`config.mk`:
```
export PLATFORM = sky130hd
export DESIGN_NAME = rr_grant_arbiter
export DESIGN_NICKNAME = d
export VERILOG_FILES = /design/src/rtl/rr_grant_arbiter.sv
export SDC_FILE = /design/constraint.sdc
export NUM_CORES = 1
export LEC_CHECK = 0
export CAP_MARGIN = 0
export CORE_MARGIN = 8
export CORE_UTILIZATION = 47
export DETAILED_ROUTE_END_ITERATION = 10
export GPL_ROUTABILITY_DRIVEN = 1
export MAX_ROUTING_LAYER = met4
export PLACE_DENSITY = 0.72
export SLEW_MARGIN = 25
export SYNTH_ARGS = -nofsm -noshare
export SYNTH_HDL_FRONTEND = slang
export SYNTH_SLANG_ARGS = --single-unit
```
`constraint.sdc`:
```
create_clock -name clk -period 2.03 [get_ports clk]
set_clock_uncertainty 0.15 [all_clocks]
set_input_delay 0.5075 -clock clk [delete_from_list [all_inputs] [get_ports clk]]
set_output_delay 0.5075 -clock clk [all_outputs]
set_load 0.02 [all_outputs]
```
`src/rtl/rr_grant_arbiter.sv`:
```
// Round-robin arbiter with grant hold and burst limit.
// One requester owns the resource while it keeps its request asserted, for
// at most MAX_HOLD consecutive cycles. After that, or as soon as it drops its
// request, ownership moves to the next requester in round-robin order.
// All outputs are registered.
module rr_grant_arbiter #(
  parameter int N        = 4,
  parameter int MAX_HOLD = 4,
  parameter int ID_W     = (N > 1) ? $clog2(N) : 1
) (
  input  logic            clk,
  input  logic            rst_n,
  input  logic [N-1:0]    req,
  output logic [N-1:0]    grant,
  output logic            grant_valid,
  output logic [ID_W-1:0] grant_id
);

  localparam int CNT_W = $clog2(MAX_HOLD + 1);
  localparam logic [CNT_W-1:0] HOLD_LAST = CNT_W'(MAX_HOLD - 1);

  typedef enum logic {IDLE, BUSY} state_e;

  state_e            state_q;
  logic [ID_W-1:0]   ptr_q;
  logic [CNT_W-1:0]  hold_cnt_q;
  logic [N-1:0]      grant_q;
  logic              grant_valid_q;
  logic [ID_W-1:0]   grant_id_q;

  logic              win_found;
  logic [ID_W-1:0]   win_idx;
  logic [N-1:0]      win_onehot;
  logic [ID_W-1:0]   ptr_d;
  logic [ID_W-1:0]   cand;
  logic              hold_keep;

  // Round-robin search: first requester at or after ptr, wrapping modulo N.
  // On a timeout the owner sits at ptr-1, so it is naturally reached last.
  always_comb begin
    win_found  = 1'b0;
    win_idx    = '0;
    win_onehot = '0;
    ptr_d      = ptr_q;
    cand       = '0;
    for (int off = 0; off < N; off++) begin
      cand = ID_W'((int'(ptr_q) + off) % N);
      if (!win_found && req[cand]) begin
        win_found = 1'b1;
        win_idx   = cand;
      end
    end
    if (win_found) begin
      win_onehot[win_idx] = 1'b1;
      ptr_d = (int'(win_idx) == N - 1) ? '0 : win_idx + ID_W'(1);
    end
  end

  // Owner keeps the grant while requesting and below its burst limit.
  always_comb begin
    hold_keep = (state_q == BUSY) && req[grant_id_q] && (hold_cnt_q < HOLD_LAST);
  end

  // Arbitration FSM; every output is a register updated here.
  always_ff @(posedge clk or negedge rst_n) begin
    if (!rst_n) begin
      state_q       <= IDLE;
      ptr_q         <= '0;
      hold_cnt_q    <= '0;
      grant_q       <= '0;
      grant_valid_q <= 1'b0;
      grant_id_q    <= '0;
    end else begin
      if (hold_keep) begin
        hold_cnt_q <= hold_cnt_q + CNT_W'(1);
      end else if (win_found) begin
        // New owner (or the same owner re-granted) with no idle bubble.
        state_q       <= BUSY;
        grant_q       <= win_onehot;
        grant_valid_q <= 1'b1;
        grant_id_q    <= win_idx;
        hold_cnt_q    <= '0;
        ptr_q         <= ptr_d;
      end else begin
        // Nobody requesting: go idle, keep ptr and last grant_id.
        state_q       <= IDLE;
        grant_q       <= '0;
        grant_valid_q <= 1'b0;
        hold_cnt_q    <= '0;
      end
    end
  end

  assign grant       = grant_q;
  assign grant_valid = grant_valid_q;
  assign grant_id    = grant_id_q;

endmodule
```
After elaboration in Yosys (flattened, before gate mapping) --
Index checks and enable logic that the tools add are counted.
Storage, ports and cells: flip-flop bits (word level) 12, bits of input ports 6, output and inout bits 7, logic and storage cells 54
Operators by class: add/sub/neg operators 5, $lt $le $gt $ge 8, equality and inequality tests 1, muxes and demuxes 24, bitwise logic cells 1, reductions and logical operators 10
Operators with widths (count):
- $lt A2 B3 Y1 const B | 6
- $mux W1 | 11
- $bmux W1 S2 | 5
- $mux W2 | 5
- $logic_and A1 B1 Y1 | 6
- $add A2 B1 Y2 const B | 2
- $add A2 B2 Y2 const B | 2
- $mux W4 | 1
- $add A3 B1 Y3 const B | 1
- $logic_not A1 Y1 | 3
- $lt A3 B2 Y1 const B | 1
- $mux W3 | 1
- $demux W1 S2 | 1
- $eq A2 B1 Y1 const B | 1
- $ge A2 B1 Y1 const B | 1
- $reduce_and A2 Y1 | 1
- $not A1 Y1 | 1

Depth between registers and ports, before layout --
Gate-level depths: netlist of the first run.
depth in word-level cells 17, depth in mapped cells 7, gate-level depth less buffers 7

Worst setup path before layout of the first run --
Ideal clock, no wire load.
path type reg-to-reg, start point register grant_id_q[0] (netlist: grant_id[0]), end point register grant_id_q[1] (netlist: grant_id[1]), setup time 0.128 ns, arrival 1.667 ns, required time 1.752 ns, setup slack 0.086 ns, stages on the path, launching flop included 5, cells stage by stage dfrtp_1 > mux4_2 > and4b_4 > a21oi_4 > mux2_1
On the way: word-level cells in the longest chain between the ends 6
Ends and longest elaborated chain:
- start: declaration | line 29 | logic [ID_W-1:0] grant_id_q;
- start signal: assignment | line 81 | grant_id_q <= win_idx;
- $bmux W1 S2 | line 61 | hold_keep = (state_q == BUSY) && req[grant_id_q] && (hold_cnt_q < HOLD_LAST);
- $mux W1 (not written as such) | line 61
- $logic_and A1 B1 Y1 (2 in series) | line 61
- $not A1 Y1 (no source line)
- $reduce_and A2 Y1 (no source line)
No other way between the ends. The select of a mux whose other input is x is not followed. A chain may end at the register's enable or synchronous reset.

Final worst setup path of the first run --
start point register grant_id_q[0] (netlist: grant_id[0]), end point output port grant_id[0]
RTL lines:
- end: declaration | line 16 | output logic [ID_W-1:0] grant_id
No word-level cell between the ends.

==> summary.md, run 1 <==
| Metric | Value |
|---|---|
| Slew Limit Fails | `0` |
| Post-route DRC | `0` |
| Final Wtd Congestion | `0.733` |
| Total CTS buffers | `3` |
| Hold Crit Class | `register to register` |
| Chip Height | `52.4 um` |
| H-tree depth | `1` |
| YS warnings | `0` |
| Final Non-Filler Cells | `99` |
| CP required | `1.37 ns` |
| Register area | `300 um^2` |
| Setup Viol. Count Final | `0` |
| Syn Inst Count | `58` |
| Stages on the worst setup path | `1` |
| CTS Sinks | `12` |
| Fmax | `514 MHz` |
| GRT Util Overall | `12.0%` |
| Vias in the first global route | `538` |
| Multi-input gate area | `314 um^2` |
| Syn-to-layout area delta | `41.0%` |
| Placed Area | `832 um^2` |
| Lkg Pwr | `0.000422 uW` |
| FF-to-FF path depth | `4` |
| Worst skew pair latency | `0.27 ns` |
| Post-synth top area cell | `dfrtp_1` |
| Filler cells | `100` |
| Mapped Area | `623 um^2` |
| DRT antenna net count | `0` |
| # hold bufs at CTS | `0` |
| Remaining global-route overflow | `0` |
| Starting density of the core | `49.1%` |
| Fin crit share | `95.9%` |
| Top cells by area, synth | `dfrtp_1 (48%), ha_1 (10%), nand2_1 (6.6%)` |
| CP top delay family | `buffers and inverters` |
| TritonRoute pass-1 iters | `2` |
| Core area | `1270 um^2` |
| Clk root buf | `clkbuf_4` |
| Synthesized Nets | `69` |
| PwrDens | `1400 nW/um^2` |
| Seq cells post-synth | `12` |
| Period minus WS final | `1.95 ns` |
| Setup_tns | `0 ns` |
| IO Pins | `13` |
| Avg Inst Size Synth | `10.7 um^2` |
| Critical path fanouts, max | `3` |
| WL per Instance | `13.2 um` |
| Share of the synthesized area in the top cell type | `48.2%` |
| WP data arrival | `1.29 ns` |
| Maximum vdd ir drop | `0.757 mV` |
| Post-synth ARST share | `100%` |
| HPWL after DPL | `1.04 mm` |
| Critical path's largest stage delay | `0.62 ns` |
| Share of layout cells above drive strength 1 | `23.8%` |
| Critical Path Start | `grant_id[0]$_DFFE_PN0P_` |
| Initial antenna violation count | `0` |
| Reg-to-Reg Start | `grant_id[0]$_DFFE_PN0P_` |
| CP bufs+invs | `1` |
| Post-synth top cells | `dfrtp_1 (12), nand2_1 (11), ha_1 (5), nor2_1 (5), o21ai_1 (4)` |
| Cell with the most instances after synthesis | `dfrtp_1` |
| Fin area | `878 um^2` |
| Overall power | `1230 uW` |
| Initial DRC count | `2` |
| Full die area | `2750 um^2` |
| Run status | `finished clean` |
| Count of different cell masters after synthesis | `20` |
| Crit path to | `grant_id[0]` |
| Fin nets | `96` |
| Startpoint Class | `register` |
| Final Hold Fails | `0` |
| Max clock buf depth | `2` |
| Crit path capture type | `output pin` |
| WL final | `1.30 mm` |
| Port-buffer cells | `12` |
| Row count | `13` |
| CTS tree | `built` |
| RSZ-0062 raised after global routing | `no` |
| Crit Path Class | `register to output pin` |
| Max-cap violations | `0` |
| Worst-margin pin slew | `0.515 ns` |
| R2r setup slk | `0.16 ns` |
| Diode count | `0` |
| Clk slew on worst S/H paths | `0.08 ns` |
| Pin count of the biggest net entering global routing | `13` |
| DP Cell Count | `94` |
| First-pass GRT wire length | `2.40 mm` |
| Slowest stage cell, crit path | `clkdlybuf4s50_1` |
| Main flop type after synthesis | `dfrtp_1` |
| Routed vias/inst | `5.05` |
| Post-synth EDFFs | `0` |
| Relative slew slack | `65.6%` |
| Vias | `500` |
| Register area share after synthesis | `48.2%` |
| Crit path cell chain | `clkdlybuf4s50_1` |
| RR Endpoint | `ptr_q[1]$_DFFE_PN0P_` |
| Chip width | `52.4 um` |
[layout by cell type (no fill, tap or decap), drive strengths merged]
cell | netlist | layout
dlygate4sd2 | 0 | 4
ha | 5 | 5
and4b | 1 | 1
nor2 | 5 | 5
nand4b | 1 | 1
and2 | 2 | 2
buf | 1 | 11
a211oi | 2 | 2
o21ai | 4 | 4
clkdlybuf4s50 | 0 | 8
nand2 | 11 | 11
mux2 | 2 | 2
mux4 | 1 | 1
o2bb2ai | 1 | 1
nand2b | 2 | 2
a21oi | 2 | 2
clkbuf | 0 | 4
a2bb2oi | 1 | 1
nor3b | 1 | 1
inv | 3 | 3
mux2i | 1 | 1
dfrtp | 12 | 12
[what timing repair did]
action	4_1_cts	5_1_grt
setup buffers	1	0
resized for setup	6	0
hold endpoints to repair	0	0
endpoints found under the setup margin	4	0
[cells by family (layout without fill, tap and decap cells)]
logic type | count (synthesis) | after routing | synth area share (%)
AND/OR/NAND/NOR | 23 | 23 | 18.5
flip-flops | 12 | 12 | 48.2
AO/OA/AOI/OAI | 10 | 10 | 11.8
adder cells (fa/ha/maj) | 5 | 5 | 10.0
multiplexers | 4 | 4 | 8.83
buffers and inverters | 4 | 30 | 2.61
[power by group]
group	total [uW]	internal (uW)	switching (uW)
Clock	190	109	80.8
Combinational	638	350	288
Sequential	405	328	76.9
Total	1230	788	446
[state kept, by name, summed over array words and instances (netlist names)]
register,cells
grant,4
hold_cnt_q,3
grant_id,2
ptr_q,2
grant_valid,1
[area by class of cell]
cell class              instances  area share [%]
multi-input cells              42            35.8
well taps                      15            2.14
flip-flops and latches         12            34.2
inverters                       3            1.28
repair buffers                 23            22.5
clock buffers                   4            4.13
[worst min path at each step]
| stage | start | end | slack, ns | cells after the start |
|---|---|---|---|---|
| 3_5_place_dp | hold_cnt_q[0]$_DFF_PN0_ | hold_cnt_q[0]$_DFF_PN0_ | 0.31 | 1 |
| 2_1_floorplan | rst_n | grant[0]$_DFFE_PN0N_ | 0.06 | 0 |
| 6_report | hold_cnt_q[0]$_DFF_PN0_ | hold_cnt_q[0]$_DFF_PN0_ | 0.32 | 1 |
| 4_1_cts | hold_cnt_q[0]$_DFF_PN0_ | hold_cnt_q[0]$_DFF_PN0_ | 0.32 | 1 |
| 5_1_grt | hold_cnt_q[0]$_DFF_PN0_ | hold_cnt_q[0]$_DFF_PN0_ | 0.35 | 1 |
| 3_3_place_gp | hold_cnt_q[0]$_DFF_PN0_ | hold_cnt_q[0]$_DFF_PN0_ | 0.30 | 1 |
[through the flow]
stage / setup slack, ns / hold slack [ns] / utilization (%)
2_1_floorplan: 0.0856 / 0.0619 / -
3_5_place_dp: -0.359 / 0.313 / 65.6
6_report: 0.0842 / 0.318 / 69.2
5_1_grt: 0.0277 / 0.352 / 69.2
3_3_place_gp: -0.330 / 0.300 / 65.6
4_1_cts: 0.0622 / 0.325 / 69.2
[layer usage]
| metal | wire, um | track usage (%) | vias to the layer above |
|---|---|---|---|
| met5 | 0 | - | - |
| met4 | 25 | 6.47 | 0 |
| li1 | - | - | 253 |
| met2 | 616 | 18.2 | 10 |
| met1 | 606 | 13.7 | 235 |
| met3 | 54 | 3.69 | 2 |
Power figures use the tool's default switching activity.
==> run 2, diff against run 1 <==
==> constraint.sdc (replaced) <==
create_clock -name clk -period 2 [get_ports clk]
set_clock_uncertainty 0.15 [all_clocks]
set_input_delay 0.5 -clock clk [delete_from_list [all_inputs] [get_ports clk]]
set_output_delay 0.5 -clock clk [all_outputs]
set_load 0.02 [all_outputs]
==> run 2 against run 1 <==
  * Sequential share of layout area did not move
  * Largest power group unchanged
  * Clock-buffer cell count stayed put
  * Highest routed layer is now met3
  * Global-route usage down 0.48 points
  * Via count up 1.4%
==> summary.md, run 2 (synthesis gave the netlist of run 1 again) <==
| Metric | Value |
|---|---|
| Placement Setup Slack | `-0.401 ns (was -0.359 ns)` |
| Hold path cells | `1 (unchanged)` |
| Max reg flops | `4 (unchanged)` |
| Vias in the first global route | `530 (was 538)` |
| Final core area utilization | `69.2% (unchanged)` |
| Remaining global-route overflow | `0 (unchanged)` |
| First-pass GRT wire length | `2.25 mm (was 2.40 mm)` |
| H-tree depth | `1 (unchanged)` |
| Most common cell after layout, fill and taps aside | `dfrtp_1 (unchanged)` |
| Critical path fanouts, max | `3 (unchanged)` |
| Most frequent cells in the layout | `dfrtp_1 (12), nand2_1 (11), buf_4 (11), clkdlybuf4s50_1 (8) (unchanged)` |
| Fin crit share | `97.3%` |
| Hold Crit Class | `register to register (unchanged)` |
| Worst skew pair latency | `0.28 ns (was 0.27 ns)` |
| Critical path's largest stage delay | `0.62 ns (about the same)` |
| HPWL after DPL | `1.03 mm (was 1.04 mm)` |
| CP bufs+invs | `1 (unchanged)` |
| R2r setup slk | `0.10 ns (was 0.16 ns)` |
| Crit Path Class | `register to output pin (unchanged)` |
| Crit path cell chain | `clkdlybuf4s50_1 (unchanged)` |
| Overall power | `1260 uW (was 1230 uW)` |
| Post-route DRC | `0 (unchanged)` |
| Routed vias/inst | `5.12 (was 5.05)` |
| Vias | `507 (was 500)` |
| Relative slew slack | `65.2% (was 65.6%)` |
| Reg-to-Reg Start | `grant_id[0]$_DFFE_PN0P_ (unchanged)` |
| Final Wtd Congestion | `0.764 (was 0.733)` |
| CTS tree | `built (unchanged)` |
| FF-to-FF path depth | `4 (unchanged)` |
| Port-buffer cells | `12 (unchanged)` |
| Setup_tns | `0 ns (unchanged)` |
| Placed Area | `832 um^2 (unchanged)` |
| Hold EP | `hold_cnt_q[0]$_DFF_PN0_ (unchanged)` |
| Core area | `1270 um^2 (unchanged)` |
| Slew Limit Fails | `0 (unchanged)` |
| WP data arrival | `1.30 ns (was 1.29 ns)` |
| DRT antenna net count | `0 (unchanged)` |
| Fin nets | `96 (unchanged)` |
| Pin count of the biggest net entering global routing | `13 (unchanged)` |
| Fin area | `878 um^2 (unchanged)` |
| Setup ws final | `0.0543 ns (was 0.0842 ns)` |
| Row count | `13 (unchanged)` |
| Slowest stage cell, crit path | `clkdlybuf4s50_1 (unchanged)` |
| WL final | `1.29 mm (was 1.30 mm)` |
| CTS Sinks | `12 (unchanged)` |
| Final Hold Fails | `0 (unchanged)` |
| Hold Crit Start | `hold_cnt_q[0]$_DFF_PN0_ (unchanged)` |
| Startpoint Class | `register (unchanged)` |
| Diode count | `0 (unchanged)` |
| Starting density of the core | `49.1% (unchanged)` |
| Maximum vdd ir drop | `0.678 mV (was 0.757 mV)` |
| Initial DRC count | `3 (was 2)` |
| TritonRoute pass-1 iters | `2 (unchanged)` |
| Max-cap violations | `0 (unchanged)` |
| IO Pins | `13 (unchanged)` |
| GRT Util Overall | `11.5% (was 12.0%)` |
| Period minus WS final | `1.95 ns` |
| Clk root buf | `clkbuf_4 (unchanged)` |
| Fmax | `514 MHz` |
| # hold bufs at CTS | `0 (unchanged)` |
| Crit path capture type | `output pin (unchanged)` |
| Total CTS buffers | `3 (unchanged)` |
| Clk slew on worst S/H paths | `0.07 ns (was 0.08 ns)` |
| Lkg Pwr | `0.000423 uW (was 0.000422 uW)` |
| CP top delay family | `buffers and inverters (unchanged)` |
| Setup Viol. Count Final | `0 (unchanged)` |
| Max clock buf depth | `2 (unchanged)` |
| Worst-margin pin slew | `0.521 ns (was 0.515 ns)` |
| Share of layout cells above drive strength 1 | `23.8% (unchanged)` |
| PwrDens | `1430 nW/um^2 (was 1400 nW/um^2)` |
| WL per Instance | `13.1 um (was 13.2 um)` |
| RR Endpoint | `ptr_q[1]$_DFFE_PN0P_ (unchanged)` |
| Syn-to-layout area delta | `41.0% (unchanged)` |
| CP required | `1.35 ns (was 1.37 ns)` |
| Chip width | `52.4 um (unchanged)` |
| Full die area | `2750 um^2 (unchanged)` |
| RSZ-0062 raised after global routing | `no (unchanged)` |
| Initial antenna violation count | `0 (unchanged)` |
| Run status | `finished clean (unchanged)` |
| Chip Height | `52.4 um (unchanged)` |
-- run 2: cell counts in the layout (fill, tap and decap cells not counted) --
No cell type changed its count.
-- run 2: metrics by stage --
step                hold slack, ns  std cells
floorplan                   0.0544         58
global placement             0.305         94
detailed placement           0.323         94
CTS                          0.333         99
global route                 0.348         99
finish                       0.328         99
-- run 2: layout make-up --
cell class	count	area [um^2]
inverters	3	11.3
fillers	101	390
well taps	15	18.8
repair buffers	23	198
flip-flops and latches	12	300
clock buffers	4	36.3
multi-input cells	42	314
-- run 2: routing by layer --
layer	vias up	track usage [%]	wire length [um]
met3	0	5.97	84
met4	0	5.17	0
met1	247	11.7	535
met2	9	18.0	672
li1	251	-	-
met5	-	-	0
-- run 2: timing repair --
item	CTS	global route
resized for setup	6	0
buffers inserted	1	0
setup endpoints to repair	5	0
-- run 2: worst max path at each step --
stage,end,from,depth (start not counted)
floorplan,grant_id[1]$_DFFE_PN0P_,grant_id[0]$_DFFE_PN0P_,4
global placement,ptr_q[1]$_DFFE_PN0P_,req[3],5
detailed placement,ptr_q[1]$_DFFE_PN0P_,req[3],5
CTS,grant_id[0],grant_id[0]$_DFFE_PN0P_,1
global route,grant_id[0],grant_id[0]$_DFFE_PN0P_,1
finish,grant_id[0],grant_id[0]$_DFFE_PN0P_,1
-- run 2: power breakdown --
part,switching [uW],total (uW),internal [uW]
logic,292,650,358
clock network,80.6,191,111
registers,80.9,415,334
total,454,1260,802
==> run 3, diff against run 2 <==
--- a/config.mk
+++ b/config.mk
@@ -6,12 +6,14 @@
 export NUM_CORES = 1
 export LEC_CHECK = 0
 export CAP_MARGIN = 0
+export CELL_PAD_IN_SITES_DETAIL_PLACEMENT = 2
+export CELL_PAD_IN_SITES_GLOBAL_PLACEMENT = 2
 export CORE_MARGIN = 8
-export CORE_UTILIZATION = 47
+export CORE_UTILIZATION = 30
 export DETAILED_ROUTE_END_ITERATION = 10
 export GPL_ROUTABILITY_DRIVEN = 1
 export MAX_ROUTING_LAYER = met4
-export PLACE_DENSITY = 0.72
+export PLACE_DENSITY = 0.73
 export SLEW_MARGIN = 25
 export SYNTH_ARGS = -nofsm -noshare
 export SYNTH_HDL_FRONTEND = slang
==> run 3 against run 2 <==
  * Final cell count increased by 9.1%
  * Via count increased by 2.8%
  * Sequential share of layout area increased by 0.15 points
  * Sequential power increased by 2%
  * Clock power decreased by 24%
  * Global-route usage decreased by 0.33 points
  * Worst setup slack got worse by 0.025 ns
  * Fmax decreased by 1.3%
  * Utilization decreased by 25 points
  * Total power decreased by 2.5%
  * Critical endpoint is now ptr_q[1]$_DFFE_PN0P_
  * Highest routed layer is now met4
==> summary.md, run 3 (synthesis gave the netlist of run 1 again) <==
| Metric | Value |
|---|---|
| Sw Ratio | `38.8% (was 36.1%)` |
| Maximum vdd ir drop | `0.610 mV (was 0.678 mV)` |
| Sequential power share | `34.4% (was 33.0%)` |
| Gate power share | `53.7% (was 51.8%)` |
| TritonRoute pass-1 iters | `3 (was 2)` |
| Clock Power Share | `11.9% (was 15.2%)` |
| Max clock buf depth | `2 (unchanged)` |
| Setup ws final | `0.0289 ns (was 0.0543 ns)` |
| Clk slew on worst S/H paths | `0.07 ns (about the same)` |
| # hold bufs at CTS | `0 (unchanged)` |
| Routed vias/inst | `4.82 (was 5.12)` |
| Starting density of the core | `31.8% (was 49.1%)` |
| Period minus WS final | `1.97 ns (was 1.95 ns)` |
| # Post-CTS Setup Buffers | `0 (was 1)` |
| Pin count of the biggest net entering global routing | `13 (unchanged)` |
| Final core area utilization | `44.6% (was 69.2%)` |
| Crit path capture type | `register (was output pin)` |
| DRT antenna net count | `0 (unchanged)` |
| Crit path cell chain | `dlygate4sd2_1 > mux4_2 > and4b_4 > a21oi_4 > mux2_4 (was clkdlybuf4s50_1)` |
| WP data arrival | `1.98 ns (was 1.30 ns)` |
| Max-cap violations | `0 (unchanged)` |
| Remaining global-route overflow | `0 (unchanged)` |
| Worst skew pair latency | `0.27 ns (was 0.28 ns)` |
| Worst-margin pin slew | `0.545 ns (was 0.521 ns)` |
| Total CTS buffers | `3 (unchanged)` |
| Final hold slack | `0.326 ns (was 0.328 ns)` |
| Lkg Pwr | `0.000418 uW (was 0.000423 uW)` |
| Final Hold Fails | `0 (unchanged)` |
| Row count | `16 (was 13)` |
| Placement Setup Slack | `-0.496 ns (was -0.401 ns)` |
| Fin crit share | `98.6% (was 97.3%)` |
| Full die area | `3790 um^2 (was 2750 um^2)` |
| Slowest stage cell, crit path | `mux4_2 (was clkdlybuf4s50_1)` |
| Initial antenna violation count | `0 (unchanged)` |
| Filler cells | `236 (was 101)` |
| Diode count | `0 (unchanged)` |
| Register area | `300 um^2 (unchanged)` |
| PwrDens | `1400 nW/um^2 (was 1430 nW/um^2)` |
| Crit Path Class | `input port to register (was register to output pin)` |
| Final Wtd Congestion | `0.761 (was 0.764)` |
| Vias | `521 (was 507)` |
| Clk root buf | `clkbuf_4 (unchanged)` |
| WL final | `1.76 mm (was 1.29 mm)` |
| First-pass GRT wire length | `3.00 mm (was 2.25 mm)` |
| Chip Height | `61.6 um (was 52.4 um)` |
| RSZ-0062 raised after global routing | `no (unchanged)` |
| HPWL after DPL | `1.48 mm (was 1.03 mm)` |
| Max reg flops | `4 (unchanged)` |
| Share of layout cells above drive strength 1 | `22.2% (was 23.8%)` |
| Multi-input gate area | `319 um^2 (was 314 um^2)` |
| NetSw | `475 uW (was 454 uW)` |
| Most frequent cells in the layout | `dfrtp_1 (12), nand2_1 (11), buf_4 (9), clkdlybuf4s50_1 (6) (was dfrtp_1 (12), nand2_1 (11), buf_4 (11), clkdlybuf4s50_1 (8))` |
| IO Pins | `13 (unchanged)` |
| Pint | `750 uW (was 802 uW)` |
| Initial DRC count | `2 (was 3)` |
| CTS Sinks | `12 (unchanged)` |
| WL per Instance | `16.3 um (was 13.1 um)` |
| Chip width | `61.6 um (was 52.4 um)` |
| Critical path's largest stage delay | `0.51 ns (was 0.62 ns)` |
| Fin nets | `94 (was 96)` |
| Fmax | `507 MHz (was 514 MHz)` |
| Critical path fanouts, max | `5 (was 3)` |
| Slew Limit Fails | `0 (unchanged)` |
| Startpoint Class | `input port (was register)` |
| Hold Crit Class | `register to register (unchanged)` |
| Overall power | `1220 uW (was 1260 uW)` |
| H-tree depth | `1 (unchanged)` |
| Port-buffer cells | `12 (unchanged)` |
| Post-route DRC | `0 (unchanged)` |
| Syn-to-layout area delta | `40.4% (was 41.0%)` |
| Core area | `1960 um^2 (was 1270 um^2)` |
| Setup Viol. Count Final | `0 (unchanged)` |
| Vias in the first global route | `605 (was 530)` |
| CTS tree | `built (unchanged)` |
| GRT Util Overall | `11.2% (was 11.5%)` |
| CP required | `2.01 ns (was 1.35 ns)` |
| Relative slew slack | `63.6% (was 65.2%)` |
| Most common cell after layout, fill and taps aside | `dfrtp_1 (unchanged)` |
| Run status | `finished clean (unchanged)` |
-- run 3: cell types whose count changed in the layout (fill, tap and decap cells not counted) --
cell,delta
a211oi_1,-1
a211oi_2,+1
buf_4,-2
clkbuf_8,-1
clkdlybuf4s50_1,-2
dlymetal6s2s_1,+2
-- run 3: what timing repair did --
action,CTS,global route
endpoints found under the setup margin,9,2
resized for setup,7,2
cloned,0,0
-- run 3: cell type report --
type	instances	area share, %
flip-flops and latches	12	34.3
clock buffers	3	2.58
well taps	27	3.86
multi-input cells	42	36.5
inverters	3	1.29
repair buffers	21	21.5
-- run 3: power by group through the flow --
stage / registers, uW / logic [uW] / clock network, uW
finish: 422 / 657 / 146
CTS: 423 / 677 / 158
global route: 433 / 720 / 166
detailed placement: 426 / 638 / 0
global placement: 420 / 602 / 0
floorplan: 459 / 310 / 0
-- run 3: per-stage QoR --
step / setup TNS [ns] / area [um^2] / cells
after floorplan: 0 / 623 / 58
after global placement: -3.05 / 840 / 105
after detailed placement: -3.82 / 840 / 105
after CTS: 0 / 870 / 108
after global routing: 0 / 875 / 108
final: 0 / 875 / 108
-- run 3: path summary, 6_finish.rpt --
path	start	slack [ns]	cells after the start	endpoint
worst min register to register	hold_cnt_q[0]$_DFF_PN0_	0.33	1	hold_cnt_q[0]$_DFF_PN0_
worst max-delay path	req[3]	0.03	5	ptr_q[1]$_DFFE_PN0P_
max in group asynchronous	rst_n	0.91	1	grant_id[0]$_DFFE_PN0P_
min in group asynchronous	rst_n	0.43	1	grant[3]$_DFFE_PN0N_
worst max register to register	grant_id[0]$_DFFE_PN0P_	0.11	4	ptr_q[1]$_DFFE_PN0P_
worst min-delay path	hold_cnt_q[0]$_DFF_PN0_	0.33	1	hold_cnt_q[0]$_DFF_PN0_
-- run 3: critical path: cells and delay by family --
kind / cells / cell delay, ns
AOI/OAI and AO/OA: 1 / 0.16
buffers and inverters: 1 / 0.28
muxes: 2 / 0.82
and+or+nand+nor: 1 / 0.22
-- run 3: per-layer routing --
layer  part of all wire [%]  wire, um  track usage [%]
met4                    1.6        29             4.87
met3                    2.8        49             2.71
met2                     52       916             18.9
met1                     43       766             12.1
met5                      0         0                -
